**config.mk**
```make
export PLATFORM = sky130hd
export DESIGN_NAME = enemy_spawn_selector
export DESIGN_NICKNAME = d
export VERILOG_FILES = /design/src/rtl/enemy_spawn_selector.sv
export SDC_FILE = /design/constraint.sdc
export NUM_CORES = 1
export LEC_CHECK = 0
export CAP_MARGIN = 5
export CORE_ASPECT_RATIO = 0.7
export CORE_MARGIN = 1
export CORE_UTILIZATION = 54
export DETAILED_ROUTE_END_ITERATION = 12
export HOLD_SLACK_MARGIN = 0.1
export PLACE_DENSITY = 0.79
export SLEW_MARGIN = 20
export SYNTH_ARGS = -nofsm -noshare
export SYNTH_HDL_FRONTEND = slang
export SYNTH_SLANG_ARGS = --single-unit
```
**constraint.sdc**
```tcl
create_clock -name clk -period 2.3 [get_ports clk]
set_input_delay 0.46 -clock clk [delete_from_list [all_inputs] [get_ports clk]]
set_output_delay 0.46 -clock clk [all_outputs]
set_load 0.05 [all_outputs]
```
**src/rtl/enemy_spawn_selector.sv**
```systemverilog
// enemy_spawn_selector
// Picks one of NUM_SLOTS enemy ROM start addresses per rising edge of flip.
// Modes: cyclic, LFSR random, random without immediate repeat, fixed slot.
// The result is offered on a valid/ack handshake. One extra request can wait
// while a pick is in progress; any request beyond that is reported on dropped.
module enemy_spawn_selector #(
    parameter int          ADRESSWIDTH = 10,
    parameter int          NUM_SLOTS   = 4,
    parameter int          ADR_BASE    = 0,
    parameter int          SLOT_STRIDE = 64,
    parameter logic [15:0] LFSR_SEED   = 16'hACE1,
    parameter int          MAX_TRIES   = 8,
    localparam int         IDXW        = (NUM_SLOTS > 2) ? $clog2(NUM_SLOTS) : 1
) (
    input  logic                   clk,
    input  logic                   rst,
    input  logic                   flip,
    input  logic [1:0]             mode,
    input  logic [IDXW-1:0]        fixed_slot,
    input  logic                   ack,
    output logic [ADRESSWIDTH-1:0] adr_enemy_random,
    output logic [IDXW-1:0]        slot_idx,
    output logic                   adr_valid,
    output logic                   busy,
    output logic                   dropped
);

    // Width of the rejection counter: it has to hold MAX_TRIES itself.
    localparam int TRYW = (MAX_TRIES > 0) ? $clog2(MAX_TRIES + 1) : 1;

    // One bit wider than an index so NUM_SLOTS = 2^IDXW is representable.
    localparam logic [IDXW:0]            NUM_SLOTS_W = (IDXW + 1)'(NUM_SLOTS);
    localparam logic [IDXW-1:0]          LAST_IDX    = IDXW'(NUM_SLOTS - 1);
    localparam logic [TRYW-1:0]          MAX_TRIES_W = TRYW'(MAX_TRIES);
    localparam logic [15:0]              LFSR_MASK   = 16'hB400;
    // An all-zero Galois LFSR never leaves zero, so a zero seed becomes 1.
    localparam logic [15:0]              LFSR_INIT   = (LFSR_SEED == 16'h0000) ? 16'h0001 : LFSR_SEED;
    localparam logic [ADRESSWIDTH-1:0]   ADR_RESET   = ADRESSWIDTH'(ADR_BASE);
    // With a single slot the no-repeat rule could never be satisfied.
    localparam bit                       NO_REPEAT   = (NUM_SLOTS > 1);

    localparam logic [1:0] MODE_CYCLIC = 2'b00;
    localparam logic [1:0] MODE_FIXED  = 2'b11;

    typedef enum logic [1:0] {
        S_IDLE  = 2'd0,
        S_PICK  = 2'd1,
        S_VALID = 2'd2
    } state_t;

    // Address of a slot, reduced modulo 2^ADRESSWIDTH. Working in the address
    // width keeps exactly the low bits the wrap-around definition asks for.
    function automatic logic [ADRESSWIDTH-1:0] slot_addr(input logic [IDXW-1:0] idx);
        logic [ADRESSWIDTH-1:0] base_w;
        logic [ADRESSWIDTH-1:0] stride_w;
        logic [ADRESSWIDTH-1:0] idx_w;
        base_w   = ADRESSWIDTH'(ADR_BASE);
        stride_w = ADRESSWIDTH'(SLOT_STRIDE);
        idx_w    = ADRESSWIDTH'(idx);
        return base_w + idx_w * stride_w;
    endfunction

    // Next slot in cyclic order, wrapping NUM_SLOTS-1 back to 0.
    function automatic logic [IDXW-1:0] wrap_inc(input logic [IDXW-1:0] x);
        return (x == LAST_IDX) ? '0 : x + IDXW'(1);
    endfunction

    state_t                   state_q,    state_d;
    logic                     flip_q,     flip_d;
    logic [1:0]               mode_q,     mode_d;
    logic [IDXW-1:0]          cnt_q,      cnt_d;
    logic [IDXW-1:0]          last_q,     last_d;
    logic                     has_last_q, has_last_d;
    logic                     pending_q,  pending_d;
    logic [15:0]              lfsr_q,     lfsr_d;
    logic [TRYW-1:0]          tries_q,    tries_d;
    logic [IDXW-1:0]          slot_q,     slot_d;
    logic [ADRESSWIDTH-1:0]   adr_q,      adr_d;
    logic                     valid_q,    valid_d;
    logic                     dropped_q,  dropped_d;

    logic                     req;
    logic                     pick_accept;
    logic [IDXW-1:0]          pick_idx;
    logic [IDXW-1:0]          pick_cnt_next;
    logic [IDXW-1:0]          cand;
    logic [IDXW-1:0]          fixed_clamped;
    logic                     cand_reject;
    logic                     use_fallback;

    // A flip level held high yields only the cycle of its rising edge.
    assign req = flip & ~flip_q;

    // Evaluate the candidate for the current PICK cycle under the latched mode.
    // NOTE: every variable gets a default before the case so no path leaves
    // one unassigned; a missing default would infer a latch.
    always_comb begin
        cand          = lfsr_q[IDXW-1:0];
        pick_idx      = cnt_q;
        pick_cnt_next = cnt_q;
        pick_accept   = 1'b0;
        cand_reject   = 1'b0;
        use_fallback  = (tries_q == MAX_TRIES_W);
        fixed_clamped = ({1'b0, fixed_slot} >= NUM_SLOTS_W) ? LAST_IDX : fixed_slot;

        case (mode_q)
            MODE_CYCLIC: begin
                pick_idx      = cnt_q;
                pick_cnt_next = wrap_inc(cnt_q);
                pick_accept   = 1'b1;
            end
            MODE_FIXED: begin
                pick_idx    = fixed_clamped;
                pick_accept = 1'b1;
            end
            default: begin
                // Random modes; mode_q[1] set means no immediate repeat.
                cand_reject = ({1'b0, cand} >= NUM_SLOTS_W) ||
                              (mode_q[1] && NO_REPEAT && has_last_q && (cand == last_q));
                if (use_fallback) begin
                    // Out of tries: take the cyclic counter, stepping past
                    // the last slot when a repeat is not allowed.
                    pick_idx = cnt_q;
                    if (mode_q[1] && NO_REPEAT && has_last_q && (cnt_q == last_q)) begin
                        pick_idx = wrap_inc(cnt_q);
                    end
                    pick_cnt_next = wrap_inc(pick_idx);
                    pick_accept   = 1'b1;
                end else if (!cand_reject) begin
                    pick_idx    = cand;
                    pick_accept = 1'b1;
                end
            end
        endcase
    end

    // Next-state logic for the request FSM, the pending slot and the LFSR.
    always_comb begin
        state_d    = state_q;
        flip_d     = flip;
        mode_d     = mode_q;
        cnt_d      = cnt_q;
        last_d     = last_q;
        has_last_d = has_last_q;
        pending_d  = pending_q;
        tries_d    = tries_q;
        slot_d     = slot_q;
        adr_d      = adr_q;
        valid_d    = valid_q;
        dropped_d  = 1'b0;
        // Galois step every cycle, independent of the FSM.
        lfsr_d     = lfsr_q[0] ? ((lfsr_q >> 1) ^ LFSR_MASK) : (lfsr_q >> 1);

        case (state_q)
            S_IDLE: begin
                if (req) begin
                    state_d = S_PICK;
                    mode_d  = mode;
                    tries_d = '0;
                end
            end

            S_PICK: begin
                if (req) begin
                    if (pending_q) begin
                        dropped_d = 1'b1;
                    end else begin
                        pending_d = 1'b1;
                    end
                end
                if (pick_accept) begin
                    slot_d     = pick_idx;
                    adr_d      = slot_addr(pick_idx);
                    valid_d    = 1'b1;
                    last_d     = pick_idx;
                    has_last_d = 1'b1;
                    cnt_d      = pick_cnt_next;
                    state_d    = S_VALID;
                end else begin
                    tries_d = tries_q + TRYW'(1);
                end
            end

            S_VALID: begin
                if (ack) begin
                    valid_d = 1'b0;
                    if (pending_q || req) begin
                        // A request arriving with the ack is served at once.
                        state_d   = S_PICK;
                        mode_d    = mode;
                        tries_d   = '0;
                        pending_d = 1'b0;
                        if (pending_q && req) begin
                            dropped_d = 1'b1;
                        end
                    end else begin
                        state_d = S_IDLE;
                    end
                end else if (req) begin
                    if (pending_q) begin
                        dropped_d = 1'b1;
                    end else begin
                        pending_d = 1'b1;
                    end
                end
            end

            default: begin
                state_d = S_IDLE;
            end
        endcase
    end

    // State register with synchronous active-high reset.
    // NOTE: non-blocking assignments here so every flop samples the values
    // from before this edge, independent of statement order.
    always_ff @(posedge clk) begin
        if (rst) begin
            state_q    <= S_IDLE;
            flip_q     <= 1'b0;
            mode_q     <= MODE_CYCLIC;
            cnt_q      <= '0;
            last_q     <= '0;
            has_last_q <= 1'b0;
            pending_q  <= 1'b0;
            lfsr_q     <= LFSR_INIT;
            tries_q    <= '0;
            slot_q     <= '0;
            adr_q      <= ADR_RESET;
            valid_q    <= 1'b0;
            dropped_q  <= 1'b0;
        end else begin
            state_q    <= state_d;
            flip_q     <= flip_d;
            mode_q     <= mode_d;
            cnt_q      <= cnt_d;
            last_q     <= last_d;
            has_last_q <= has_last_d;
            pending_q  <= pending_d;
            lfsr_q     <= lfsr_d;
            tries_q    <= tries_d;
            slot_q     <= slot_d;
            adr_q      <= adr_d;
            valid_q    <= valid_d;
            dropped_q  <= dropped_d;
        end
    end

    assign adr_enemy_random = adr_q;
    assign slot_idx         = slot_q;
    assign adr_valid        = valid_q;
    assign busy             = (state_q != S_IDLE);
    assign dropped          = dropped_q;

endmodule

```
==> flow_summary_export.csv <==
group,metric,value,unit
timing,fin_crit_sh,0.912,
timing,hold_viol_final,0,
status,status,"finished, final reports clean",
timing,rsz0062_at_grt,"no",
grt,grt_pass1_wl,5200,um
detailed_routing,viasPerCell,5.68,
grt,antenna_found_initial,0,
yosys,synthTopCellsByArea,"dfxtp_1 39%, ha_1 6.7%, buf_4 4.4%, nor2b_1 3.7%, a21oi_1 3.6%",
job,drv_cap,0,
cts,cts_buffer_depth,2,
yosys,syn_inst,193,
cts,postCtsSetupBuffers,0,
floorplanning,rows,16,
power_and_ir_drop,finalPower,1.95,mW
worst_setup_path,worstPathMaxFanout,8,
placement,post-dp-hpwl,2280,um
floorplanning,start_util,0.586,
yosys,synth_edf_count,0,
detailed_routing,antenna_left,0,
yosys,synth.distinct_cells,44,
worst_setup_path,path_class,"in2reg",
floorplanning,io_pins,23,
yosys,synthesis.area,1690,um2
yosys,ys.flop_type,"dfxtp_1",
yosys,async_flop_share,0,
cts,clock_latency,280,ps
detailed_routing,totalWireLength,3230,um
hold_path,hold_class,"reg2reg",
cts,htreeDepth,2,
yosys,yosysTopAreaCell,"dfxtp_1",
detailed_routing,drc_errors,0,
grt,grt_usage,0.212,
cts,path_clk_slew,60,ps
power_and_ir_drop,leakage,0.786,nW
placement,place_congestion,0.817,
cts,cts-root-buf,"clkbuf_8",
timing,skew,5.63,ps
worst_setup_path,critical_path_required,2510,ps
final_layout,area_delta_synth_final,12.8,%
grt,grt_pass1_vias,1171,
floorplanning,core_area,2880,um2
worst_setup_path,arrival,2310,ps
detailed_routing,vias,1381,
timing,layout_setup_ws,201,ps
yosys,avgSynthCellArea,8.76,um2
detailed_routing,first_pass_iters,4,
floorplanning,die-area,3360,um2
worst_setup_path,startpoint_type,"primary input",
timing,slew_headroom,0.666,
timing,finalSetupViolCount,0,
yosys,ys_ff_latch,33,
grt,grt_max_degree,33,
worst_setup_path,endpoint_kind,"register",
timing,max_clock_freq,477,MHz
power_and_ir_drop,vdd_drop_max,0.767,mV
yosys,netlist.area_leader.share,0.391,
floorplanning,die_h,48.8,um
cts,ctsHoldBuffers,0,
grt,grt_overflow,0,
detailed_routing,dr.first_iter.drc_count,88,
power_and_ir_drop,p_per_area,1020,nW/um2
timing,worstMarginPinSlew,500,ps
yosys,synth_warnings,0,
yosys,yosysSeqAreaShare,0.391,
final_layout,nNetsFinal,224,
cts,ctsResizeCount,0,
final_layout,diodes,0,
timing,slew_violations,0,
cts,cts_buffers,5,
detailed_routing,routedWlPerCell,13.3,um
final_layout,drive_gt1_frac,0.0918,
cts,cts_tree,"built",
timing,finalCriticalPeriod,2100,ps
placement,pre_cts_ws,-72.1,ps
cts,cts_sinks,33,
placement,port-buffer-count,14,
floorplanning,die_w,68.9,um
[cells in the mapped netlist (all sizes together), types with 2 or more instances]
master and n:
a211oi 3, a21oi 12, a221oi 4, a31oi 3, and3 3, buf 12
clkbuf 6, dfxtp 33, ha 9, inv 13, mux2i 4, nand2 13
nand2b 4, nand3 6, nand3b 2, nand4 3, nand4b 2, nor2 10
nor2b 11, nor3 2, o21ai 8, or2 7, or3 2, or4 2
xnor2 6
[cell families (layout without fill, tap and decap cells)]
group | Yosys count | after routing | synth area share
AO/OA/AOI/OAI | 39 | 39 | 0.151
XOR/XNOR | 7 | 7 | 0.0407
adder cells (fa/ha/maj) | 9 | 9 | 0.0666
buffers and inverters | 31 | 38 | 0.0962
flip-flops | 33 | 33 | 0.391
multiplexers | 4 | 4 | 0.0237
other | 1 | 8 | 0.00222
AND/OR/NAND/NOR | 69 | 69 | 0.229
[placed cells by master, fill, tap and decap left out, types with 2 or more instances in the layout]
cell type,count
and3_1,3
mux2i_1,4
conb_1,8
or3_1,2
or4_1,2
inv_1,13
a211oi_1,3
nand3b_1,2
nand4b_1,2
nand2_1,13
or2_2,6
nor2_1,10
nor3_1,2
xnor2_1,5
dfxtp_1,33
nand4_1,3
o21ai_0,7
dlymetal6s2s_1,2
clkdlybuf4s50_1,11
a31oi_1,3
a221oi_1,4
a21oi_1,12
nand2b_1,4
buf_4,5
nor2b_1,10
nand3_1,6
clkbuf_8,6
ha_1,9
[critical path, stage by stage]
cell             delay, ps
clkdlybuf4s50_1        530
nor2b_4                200
o21ai_1                 70
a221o_1                380
or4_1                  500
a31oi_1                170
[sequential cells by signal, indices dropped and copies added, names as in the netlist]
| name | cells |
|---|---|
| state_q | 2 |
| flip_q | 1 |
| tries_q | 4 |
| pending_q | 1 |
| lfsr_q | 16 |
| adr_enemy_random | 2 |
| mode_q | 2 |
| cnt_q | 2 |
| adr_valid | 1 |
| has_last_q | 1 |
| dropped | 1 |
[through the flow]
step | std cells | hold WS [ps] | instance area, um2 | setup TNS, ps | util
2_1_floorplan | 200 | 389 | 1720 | 0 | -
3_3_place_gp | 236 | 393 | 1820 | 0 | 0.630
3_5_place_dp | 236 | 400 | 1820 | -104 | 0.630
4_1_cts | 243 | 421 | 1900 | 0 | 0.660
5_1_grt | 243 | 430 | 1910 | 0 | 0.661
6_report | 243 | 415 | 1910 | 0 | 0.661
[report_power, final]
group	switching (mW)	internal (mW)
sequential	0.0972	0.653
combinational	0.472	0.291
clock	0.195	0.237
[final timing paths]
kind | from | end | slack (ps) | depth (start not counted)
max | flip | tries_q[2] | 200 | 6
min | lfsr_q[7] | lfsr_q[6] | 420 | 1
max reg2reg | mode_q[0] | tries_q[2] | 240 | 7
min reg2reg | lfsr_q[7] | lfsr_q[6] | 420 | 1
[per-layer routing]
layer | GRT usage | part of all wire | up-vias
li1 | - | - | 679
met1 | 0.270 | 0.47 | 641
met2 | 0.314 | 0.45 | 54
met3 | 0.0794 | 0.072 | 7
met4 | 0.0986 | 0.015 | 0
met5 | 0 | 0 | -
[area by class of cell]
cell class	count	area (um2)
multi-input cells	136	893
repair buffers	18	173
inverters	13	48.8
well taps	36	45.0
fillers	220	976
clock buffers	7	86.3
flip-flops and latches	33	661
(Power assumes the default switching activity.)
